--- src/rtl/qm_execute.sv ---
// qm_execute: execute stage of the qm MIPS pipeline.
// ALU, registered execute/memory interface and, when QM_EXEC_MULDIV_EN is
// defined, HI/LO plus an iterative (one bit per cycle) multiply/divide unit.
// Without QM_EXEC_MULDIV_EN the MD codes are NOPs and o_Busy/o_Stall are 0.
module qm_execute #(
  parameter int unsigned MD_CYCLES = 32
) (
  input  logic        clk,
  input  logic        reset,
  input  logic        i_Valid,
  input  logic [31:0] di_RSVal,
  input  logic [31:0] di_RTVal,
  input  logic [31:0] di_Imm,
  input  logic [4:0]  di_RT,
  input  logic [4:0]  di_RD,
  input  logic [3:0]  ci_ALUControl,
  input  logic        ci_ALUSource,
  input  logic        ci_RegDest,
  input  logic        ci_RegWrite,
  input  logic        ci_RegWSource,
  input  logic        ci_MemWrite,
  output logic        o_Stall,
  output logic        o_Busy,
  output logic        o_Valid,
  output logic [31:0] do_ALUResult,
  output logic [31:0] do_WriteData,
  output logic [4:0]  do_WriteReg,
  output logic        co_RegWrite,
  output logic        co_RegWSource,
  output logic        co_MemWrite
);

  logic [31:0] alu_b;
  logic [4:0]  shamt;
  logic        md_code;
  logic        md_start_code;
  logic        accept;
  logic        busy;
  logic [31:0] hi_val;
  logic [31:0] lo_val;
  logic [31:0] alu_res;

  assign alu_b         = ci_ALUSource ? di_Imm : di_RTVal;
  assign shamt         = di_Imm[10:6];
  assign md_code       = (ci_ALUControl >= 4'd11);
  assign md_start_code = md_code && (ci_ALUControl != 4'd15);
  assign accept        = i_Valid && !o_Stall;
  assign o_Busy        = busy;

`ifdef QM_EXEC_MULDIV_EN
  typedef enum logic [1:0] {MD_IDLE, MD_MUL, MD_DIV} md_state_e;
  localparam int unsigned CW = $clog2(MD_CYCLES + 1);

  md_state_e   state_q, state_d;
  logic [CW-1:0] cnt_q, cnt_d;
  logic [63:0] acc_q, acc_d;
  logic [31:0] opnd_q, opnd_d;
  logic [31:0] hi_q, hi_d;
  logic [31:0] lo_q, lo_d;
  logic        neg_q, neg_d;
  logic        rneg_q, rneg_d;
  logic        dz_q, dz_d;
  logic        signed_op;
  logic [31:0] a_mag;
  logic [31:0] b_mag;
  logic [32:0] mul_sum;
  logic [32:0] div_shift;
  logic [32:0] div_diff;
  logic [63:0] prod;

  // acc holds {partial product, multiplier} for MUL and {remainder, quotient}
  // for DIV; magnitudes are processed and the sign is applied on the last step.
  always_comb begin
    state_d   = state_q;
    cnt_d     = cnt_q;
    acc_d     = acc_q;
    opnd_d    = opnd_q;
    hi_d      = hi_q;
    lo_d      = lo_q;
    neg_d     = neg_q;
    rneg_d    = rneg_q;
    dz_d      = dz_q;
    prod      = '0;
    signed_op = (ci_ALUControl == 4'd11) || (ci_ALUControl == 4'd13);
    a_mag     = (signed_op && di_RSVal[31]) ? -di_RSVal : di_RSVal;
    b_mag     = (signed_op && di_RTVal[31]) ? -di_RTVal : di_RTVal;
    mul_sum   = {1'b0, acc_q[63:32]} + {1'b0, opnd_q};
    div_shift = {acc_q[63:32], acc_q[31]};
    div_diff  = div_shift - {1'b0, opnd_q};
    case (state_q)
      MD_IDLE: begin
        if (accept && md_start_code) begin
          state_d = (ci_ALUControl <= 4'd12) ? MD_MUL : MD_DIV;
          cnt_d   = CW'(MD_CYCLES);
          opnd_d  = b_mag;
          acc_d   = {32'd0, a_mag};
          neg_d   = signed_op && (di_RSVal[31] ^ di_RTVal[31]);
          rneg_d  = signed_op && di_RSVal[31];
          dz_d    = (di_RTVal == '0);
        end
      end
      MD_MUL: begin
        if (acc_q[0]) acc_d = {mul_sum, acc_q[31:1]};
        else          acc_d = {1'b0, acc_q[63:1]};
        cnt_d = cnt_q - 1'b1;
        if (cnt_q == CW'(1)) begin
          prod    = neg_q ? -acc_d : acc_d;
          hi_d    = prod[63:32];
          lo_d    = prod[31:0];
          state_d = MD_IDLE;
        end
      end
      MD_DIV: begin
        // Divisor zero never borrows, leaving quotient all ones and |A| as
        // remainder; re-signing the remainder with sign(A) restores di_RSVal.
        if (!div_diff[32]) acc_d = {div_diff[31:0], acc_q[30:0], 1'b1};
        else               acc_d = {div_shift[31:0], acc_q[30:0], 1'b0};
        cnt_d = cnt_q - 1'b1;
        if (cnt_q == CW'(1)) begin
          hi_d    = rneg_q ? -acc_d[63:32] : acc_d[63:32];
          lo_d    = dz_q ? '1 : (neg_q ? -acc_d[31:0] : acc_d[31:0]);
          state_d = MD_IDLE;
        end
      end
      default: state_d = MD_IDLE;
    endcase
  end

  // Multiply/divide state, operands and HI/LO registers.
  always_ff @(posedge clk or negedge reset) begin
    if (!reset) begin
      state_q <= MD_IDLE;
      cnt_q   <= '0;
      acc_q   <= '0;
      opnd_q  <= '0;
      hi_q    <= '0;
      lo_q    <= '0;
      neg_q   <= 1'b0;
      rneg_q  <= 1'b0;
      dz_q    <= 1'b0;
    end else begin
      state_q <= state_d;
      cnt_q   <= cnt_d;
      acc_q   <= acc_d;
      opnd_q  <= opnd_d;
      hi_q    <= hi_d;
      lo_q    <= lo_d;
      neg_q   <= neg_d;
      rneg_q  <= rneg_d;
      dz_q    <= dz_d;
    end
  end

  assign busy    = (state_q != MD_IDLE);
  assign o_Stall = i_Valid && busy && md_code;
  assign hi_val  = hi_q;
  assign lo_val  = lo_q;
`else
  logic unused_md_cfg;
  assign unused_md_cfg = (MD_CYCLES != 0);
  assign busy    = 1'b0;
  assign o_Stall = 1'b0;
  assign hi_val  = '0;
  assign lo_val  = '0;
`endif

  // ALU result for the slot currently presented.
  always_comb begin
    alu_res = '0;
    case (ci_ALUControl)
      4'd0:  alu_res = di_RSVal & alu_b;
      4'd1:  alu_res = di_RSVal | alu_b;
      4'd2:  alu_res = di_RSVal + alu_b;
      4'd3:  alu_res = di_RSVal ^ alu_b;
      4'd4:  alu_res = ~(di_RSVal | alu_b);
      4'd5:  alu_res = alu_b << shamt;
      4'd6:  alu_res = di_RSVal - alu_b;
      4'd7:  alu_res = {31'd0, ($signed(di_RSVal) < $signed(alu_b))};
      4'd8:  alu_res = {31'd0, (di_RSVal < alu_b)};
      4'd9:  alu_res = alu_b >> shamt;
      4'd10: alu_res = 32'($signed(alu_b) >>> shamt);
      4'd15: alu_res = di_Imm[1] ? lo_val : hi_val;
      default: alu_res = '0;
    endcase
  end

  logic        valid_q, valid_d;
  logic [31:0] alu_result_q, alu_result_d;
  logic [31:0] write_data_q, write_data_d;
  logic [4:0]  write_reg_q, write_reg_d;
  logic        reg_write_q, reg_write_d;
  logic        reg_wsource_q, reg_wsource_d;
  logic        mem_write_q, mem_write_d;

  // Next execute/memory slot: accepted instruction or a bubble holding data.
  always_comb begin
    valid_d       = 1'b0;
    reg_write_d   = 1'b0;
    mem_write_d   = 1'b0;
    alu_result_d  = alu_result_q;
    write_data_d  = write_data_q;
    write_reg_d   = write_reg_q;
    reg_wsource_d = reg_wsource_q;
    if (accept) begin
      valid_d       = 1'b1;
      reg_write_d   = ci_RegWrite && !md_start_code;
      mem_write_d   = ci_MemWrite;
      alu_result_d  = alu_res;
      write_data_d  = di_RTVal;
      write_reg_d   = ci_RegDest ? di_RD : di_RT;
      reg_wsource_d = ci_RegWSource;
    end
  end

  // Execute/memory pipeline register.
  always_ff @(posedge clk or negedge reset) begin
    if (!reset) begin
      valid_q       <= 1'b0;
      alu_result_q  <= '0;
      write_data_q  <= '0;
      write_reg_q   <= '0;
      reg_write_q   <= 1'b0;
      reg_wsource_q <= 1'b0;
      mem_write_q   <= 1'b0;
    end else begin
      valid_q       <= valid_d;
      alu_result_q  <= alu_result_d;
      write_data_q  <= write_data_d;
      write_reg_q   <= write_reg_d;
      reg_write_q   <= reg_write_d;
      reg_wsource_q <= reg_wsource_d;
      mem_write_q   <= mem_write_d;
    end
  end

  assign o_Valid       = valid_q;
  assign do_ALUResult  = alu_result_q;
  assign do_WriteData  = write_data_q;
  assign do_WriteReg   = write_reg_q;
  assign co_RegWrite   = reg_write_q;
  assign co_RegWSource = reg_wsource_q;
  assign co_MemWrite   = mem_write_q;

endmodule

--- config.mk ---
export PLATFORM = sky130hd
export DESIGN_NAME = qm_execute
export DESIGN_NICKNAME = d
export VERILOG_FILES = /design/src/rtl/qm_execute.sv
export SDC_FILE = /design/constraint.sdc
export NUM_CORES = 1
export LEC_CHECK = 0
export BUFFER_PORTS_ARGS = -buffer_cell sky130_fd_sc_hd__clkbuf_2
export CORE_UTILIZATION = 30
export CTS_BUF_LIST = sky130_fd_sc_hd__clkbuf_16
export CTS_CLUSTER_DIAMETER = 50
export DETAILED_ROUTE_END_ITERATION = 12
export GPL_TIMING_DRIVEN = 0
export PLACE_DENSITY = 0.57
export SYNTH_ARGS = -nofsm -noshare
export SYNTH_HDL_FRONTEND = slang
export SYNTH_SLANG_ARGS = --single-unit
--- constraint.sdc ---
create_clock -name clk -period 1.9 [get_ports clk]
set_clock_uncertainty 0.05 [all_clocks]
set_input_delay 0.095 -clock clk [delete_from_list [all_inputs] [get_ports clk]]
set_output_delay 0.095 -clock clk [all_outputs]
set_load 0.01 [all_outputs]
### Yosys cells after proc, flatten, opt, wreduce, memory -nomap -nowiden

Index checks and enable logic that the tools add are counted.

* bits in registers: 73
* logic and storage cells: 40
* output and inout port bits: 75
* input port bits: 118

* reduce and logical (&&, ||, !) cells: 4
* bitwise logic cells: 4
* shift-type cells: 3
* $lt $le $gt $ge: 3
* eq/ne operators: 11
* muxes and demuxes: 6
* $add $sub $neg: 2

Operator list (number)
* $pmux 32 s11: 1
* $lt 32x32->1: 2
* $add 32x32->32: 1
* $and 32x32->32: 1
* $mux 32: 1
* $not 32->32: 1
* $or 32x32->32: 1
* $shl 32x5->32: 1
* $shr 32x5->32: 1
* $sshr 32x5->32: 1
* $sub 32x32->32: 1
* $xor 32x32->32: 1
* $eq 4x3->1 const B: 4
* $eq 4x4->1 const B: 3
* $eq 4x2->1 const B: 2
* $mux 5: 1
* $eq 4x1->1 const B: 1
* $ge 4x4->1 const B: 1
* $logic_not 4->1: 1
* $ne 4x4->1 const B: 1
* $mux 1: 3
* $logic_and 1x1->1: 2
* $logic_not 1->1: 1

### Logic depth before layout (Yosys ltp)

* depth after elaboration: 5
* mapped depth: 20
* depth with buffers taken out: 14

### Worst setup path before layout

Ideal clock, no wire load.

* path kind: input to register
* start point: input ci_ALUSource
* end point: register alu_result_q[31], in the netlist do_ALUResult[31]
* required time: 1724 ps
* arrival: 3926 ps
* setup slack: -2203 ps
* library setup time: 126 ps
* path buffers: 8
* cell stages on the path: 20
* cell sequence: buf_6 > buf_6 > buf_6 > buf_6 > buf_2 > buf_4 > buf_2 > mux2i_1 > ha_1 > buf_2 > nand4_1 > nor2_1 > a211oi_1 > a2111oi_4 > o21ai_1 > and2_1 > nor2_1 > a2111o_1 > nor3b_1 > o32a_1

* cells in the longest elaborated chain, start to end: 4
* elaborated cells on any way between the ends: 11
* those cells by class: add/sub (2); shift (3); mux (2); bitwise (4)

RTL lines
* start, declared: line 17 `input logic ci_ALUSource,`
* $mux 32 (*): line 43 `assign alu_b = ci_ALUSource ? di_Imm : di_RTVal;`
* parallel branches: the longest is 2 deep, another holds $sub 32x32->32
* $pmux 32 s11 (*): line 170 `case (ci_ALUControl)`
* end signal, assigned: line 227 `alu_result_q <= alu_result_d;`
* end, declared: line 188 `logic [31:0] alu_result_q, alu_result_d;`

Mark *: on every way between the ends.
A chain may end at the register's enable or synchronous reset.

### Final worst setup path

* start point: input ci_ALUSource
* end point: register alu_result_q[24], in the netlist do_ALUResult[24]

The elaborated chain is that of the path after synthesis.

==> flow_summary.toml <==
[cells_and_area]
utilization_pct = 41.3
fin_area_um2 = 18200
drive_gt1_share_pct = 35.4
fin_nets = 2252
n_fill_cell = 4563
syn2layout_area_growth_pct = 35.9

[global_routing]
grt_start_max_net_pins = 39
grt_pass1_vias = 16000
grt.total_usage_pct = 33.1
grt_antenna_before_repair = 0
grt_pass1_wl_mm = 109
grt_overflow = 0

[yosys]
mappedNetlistArea_um2 = 13400
yosys_warnings = 0
synth_async_sr_flop_share_pct = 100
avgSynthCellArea_um2 = 7.75
ys_top_cells_by_area = "dfrtp_1, mux4_2, ha_1"
ys_seq_area_share_pct = 13.6
synth_cell_type_count = 88
ys_seq_elements = 73
synth_edf_count = 0
synthCells = 1729
synth_top_area_share_pct = 13.6
synth_ff_type = "dfrtp_1"
yosysTopAreaCell = "dfrtp_1"

[clock_tree]
clock-sinks = 73
cts.path.max_buffers = 2
htree_num_levels = 3
cts_tree = "yes"
path_clk_slew_ns = 0.06
cts_root_buf = "clkbuf_16"
cts_inserted_buffers = 9
clk_latency_ns = 0.40

[setup_path]
crit_start = "ci_ALUSource"
r2r_start = "do_ALUResult[31]"
reg2reg_slack_ns = -0.30
critPathMaxStageDelay_ns = 0.34
reg2reg_depth = 8
cp_common_cell = "buf_12"
crit_type = "in -> reg"
critPathTopFamily = "compound AO/OA/AOI/OAI gates"
worstPathRequired_ns = 2.12
cp.arrival_ns = 3.71
crit_path_top_delay_cell = "o31a_1"
path_cells = "buf_12 > buf_12 > buf_12 > buf_12 > buf_12 > buf_12 > buf_12 > mux2i_4 > buf_12 > ha_4 > buf_4 > buf_4 > o31ai_4 > a31oi_4 > o31a_1 > o221a_4 > o21ai_4 > a41oi_4 > a32oi_4 > a21oi_2"
critPathMaxFanout = 7
worst-path-stages = 20
cp.buffers_inverters = 10
end_kind = "register"
crit_path_start_kind = "primary input"

[pwr]
p_leak_nw = 7.64
powerDensity_nw_per_um2 = 524
vdd_drop_max_v = 0.000607

[route]
ant_nets = 0
drt_pass1_iterations = 8
vias_per_cell = 6.25
wl_per_cell_um = 28.7
vias = 16500
initialDrtViolationCount = 1978
routed_wl_mm = 75.6
drc_errors = 0

[placed_design]
place.gp.congestion = 1.04
dpl_cell_area_um2 = 15400
portBuffers = 186
hpwlAfterDp_mm = 58.8

[sta]
max_freq_ghz = 0.287
hold_viol_final = 0
slew_headroom_pct = 9.79
finalWorstSetupSlack_ns = -1.59
worst_pin_slew_ns = 1.35
period_needed_ns = 3.49
setup_viol = 36
slew_violations = 0
whs_ns = 0.0247
rsz0062_at_grt = "true"
finalCritPeriodShare_pct = 183

[floorplanning]
initial_core_util_pct = 30.4
coreArea_um2 = 44100
die-area_um2 = 45500
pin_count = 193
die_w_um = 213
dieHeight_um = 213
fp-row-count = 77

[hold_path]
holdCritStartpoint = "di_RTVal[16]"
whs_path_depth = 2
holdCritPathClass = "in -> reg"

[run_status]
failed_checks = "negative setup slack"
status = "complete, but fails checks"

[flow_run]
drv_cap = 0
## routing by layer
metal / global-route usage (%) / routed length [um] / up-vias
li1: - / - / 7068
met1: 42.5 / 30200 / 8046
met2: 52.3 / 33700 / 1101
met3: 7.06 / 7380 / 237
met4: 16.9 / 4330 / 0
met5: 0 / 0 / -
## layout make-up
| cell class | instances | area [um^2] | share of cell area, % |
|---|---|---|---|
| Multi-Input combinational cell | 1413 | 11900 | 65.6 |
| Timing Repair Buffer | 301 | 2040 | 11.2 |
| Sequential cell | 73 | 1830 | 10.0 |
| Buffer | 128 | 968 | 5.32 |
| Tap cell | 592 | 741 | 4.07 |
| Inverter | 107 | 409 | 2.25 |
| Clock buffer | 9 | 225 | 1.24 |
| Clock inverter | 7 | 55.1 | 0.302 |
| Antenna cell | 1 | 2.50 | 0.0137 |
## flip-flops by register name (all words and copies together), names as in the netlist
signal,cells
do_ALUResult,32
co_RegWrite,1
do_WriteReg,5
co_MemWrite,1
co_RegWSource,1
o_Valid,1
do_WriteData,32
## layout by cell type, fill, tap and decap left out, drive strengths merged, types with 19 or more instances in the layout
master / Yosys / layout
o21ai: 131 / 131
mux2: 54 / 54
nor2: 209 / 209
a21oi: 157 / 157
inv: 105 / 109
mux4: 65 / 65
dlygate4sd3: 0 / 27
mux2i: 94 / 94
o31ai: 20 / 20
nor3: 30 / 30
dfrtp: 73 / 73
buf: 63 / 150
ha: 99 / 99
nand3: 37 / 37
o22ai: 20 / 20
nor2b: 19 / 19
a221oi: 28 / 28
nand2: 154 / 154
clkbuf: 74 / 260
a211oi: 20 / 20
## worst register-to-register path: stages, from the launching register on
cell	delay (ns)
dfrtp_1	0.37
nor2b_1	0.16
nor2_1	0.10
o311ai_0	0.18
a31oi_1	0.22
o2111ai_2	0.24
a211oi_2	0.31
nor3_1	0.08
o32a_1	0.37
## cells in the mapped netlist, types with 7 or more instances
cell type  number
a211oi_1       19
a21o_1         10
a21oi_1       154
a221o_1         7
a221oi_1       28
a22oi_1        12
a31oi_1        13
a32oi_1         7
and2_1         10
and3_1          9
buf_1           7
buf_2          30
buf_4          16
buf_6           9
clkbuf_1       73
dfrtp_1        73
ha_1           99
inv_1         102
mux2_2         54
mux2i_1        93
mux4_2         62
nand2_1       153
nand2b_1       18
nand3_1        37
nand4_1        10
nor2_1        209
nor2b_1        19
nor3_1         27
nor4_1          9
o2111ai_1      10
o211ai_1       13
o21ai_0       114
o21ai_1        17
o21bai_1       18
o221ai_1       14
o22ai_1        20
o31ai_1        19
or3_1          10
xnor2_1        14
## kinds of logic after synthesis
kind of cell	after synthesis	share of synthesized area [%]
compound gates	552	27.3
simple gates	531	17.7
buf+inv	244	8.20
mux	213	22.7
fa+ha+maj	101	9.54
flops	73	13.6
xor+xnor	14	0.915
other cells	1	0.0280
## power breakdown
| group | internal, mW | switching, mW |
|---|---|---|
| logic | 2.35 | 3.55 |
| registers | 1.73 | 0.114 |
| clock network | 0.897 | 0.906 |
| total | 4.98 | 4.57 |
## per-stage QoR
step	total power [mW]	cells	TNS, ns	setup WS (ns)
6_report	9.54	2631	-38.60	-1.59
5_1_grt	9.93	2630	-40.79	-1.64
4_1_cts	9.17	2611	-35.21	-1.50
3_5_place_dp	6.49	2509	-100.90	-3.53
3_3_place_gp	6.47	2508	-119.04	-3.56
2_1_floorplan	4.74	1730	-39.00	-1.62
## path summary, 6_finish.rpt
kind                                    endpoint
min in group asynchronous       do_WriteData[23]
worst max-delay path            do_ALUResult[24]
worst min-delay path            do_WriteData[16]
max in group asynchronous       do_ALUResult[25]
worst min register to register   do_ALUResult[3]
worst max register to register  do_ALUResult[31]
## repair_timing
item,CTS,global route
pin swaps,79,63
endpoints found under the setup margin,52,32
cloned,3,0
buffers inserted,64,21
hold buffers,27,0
hold endpoints to repair,56,0
gates resized for setup,318,72
(Power assumes the default switching activity.)
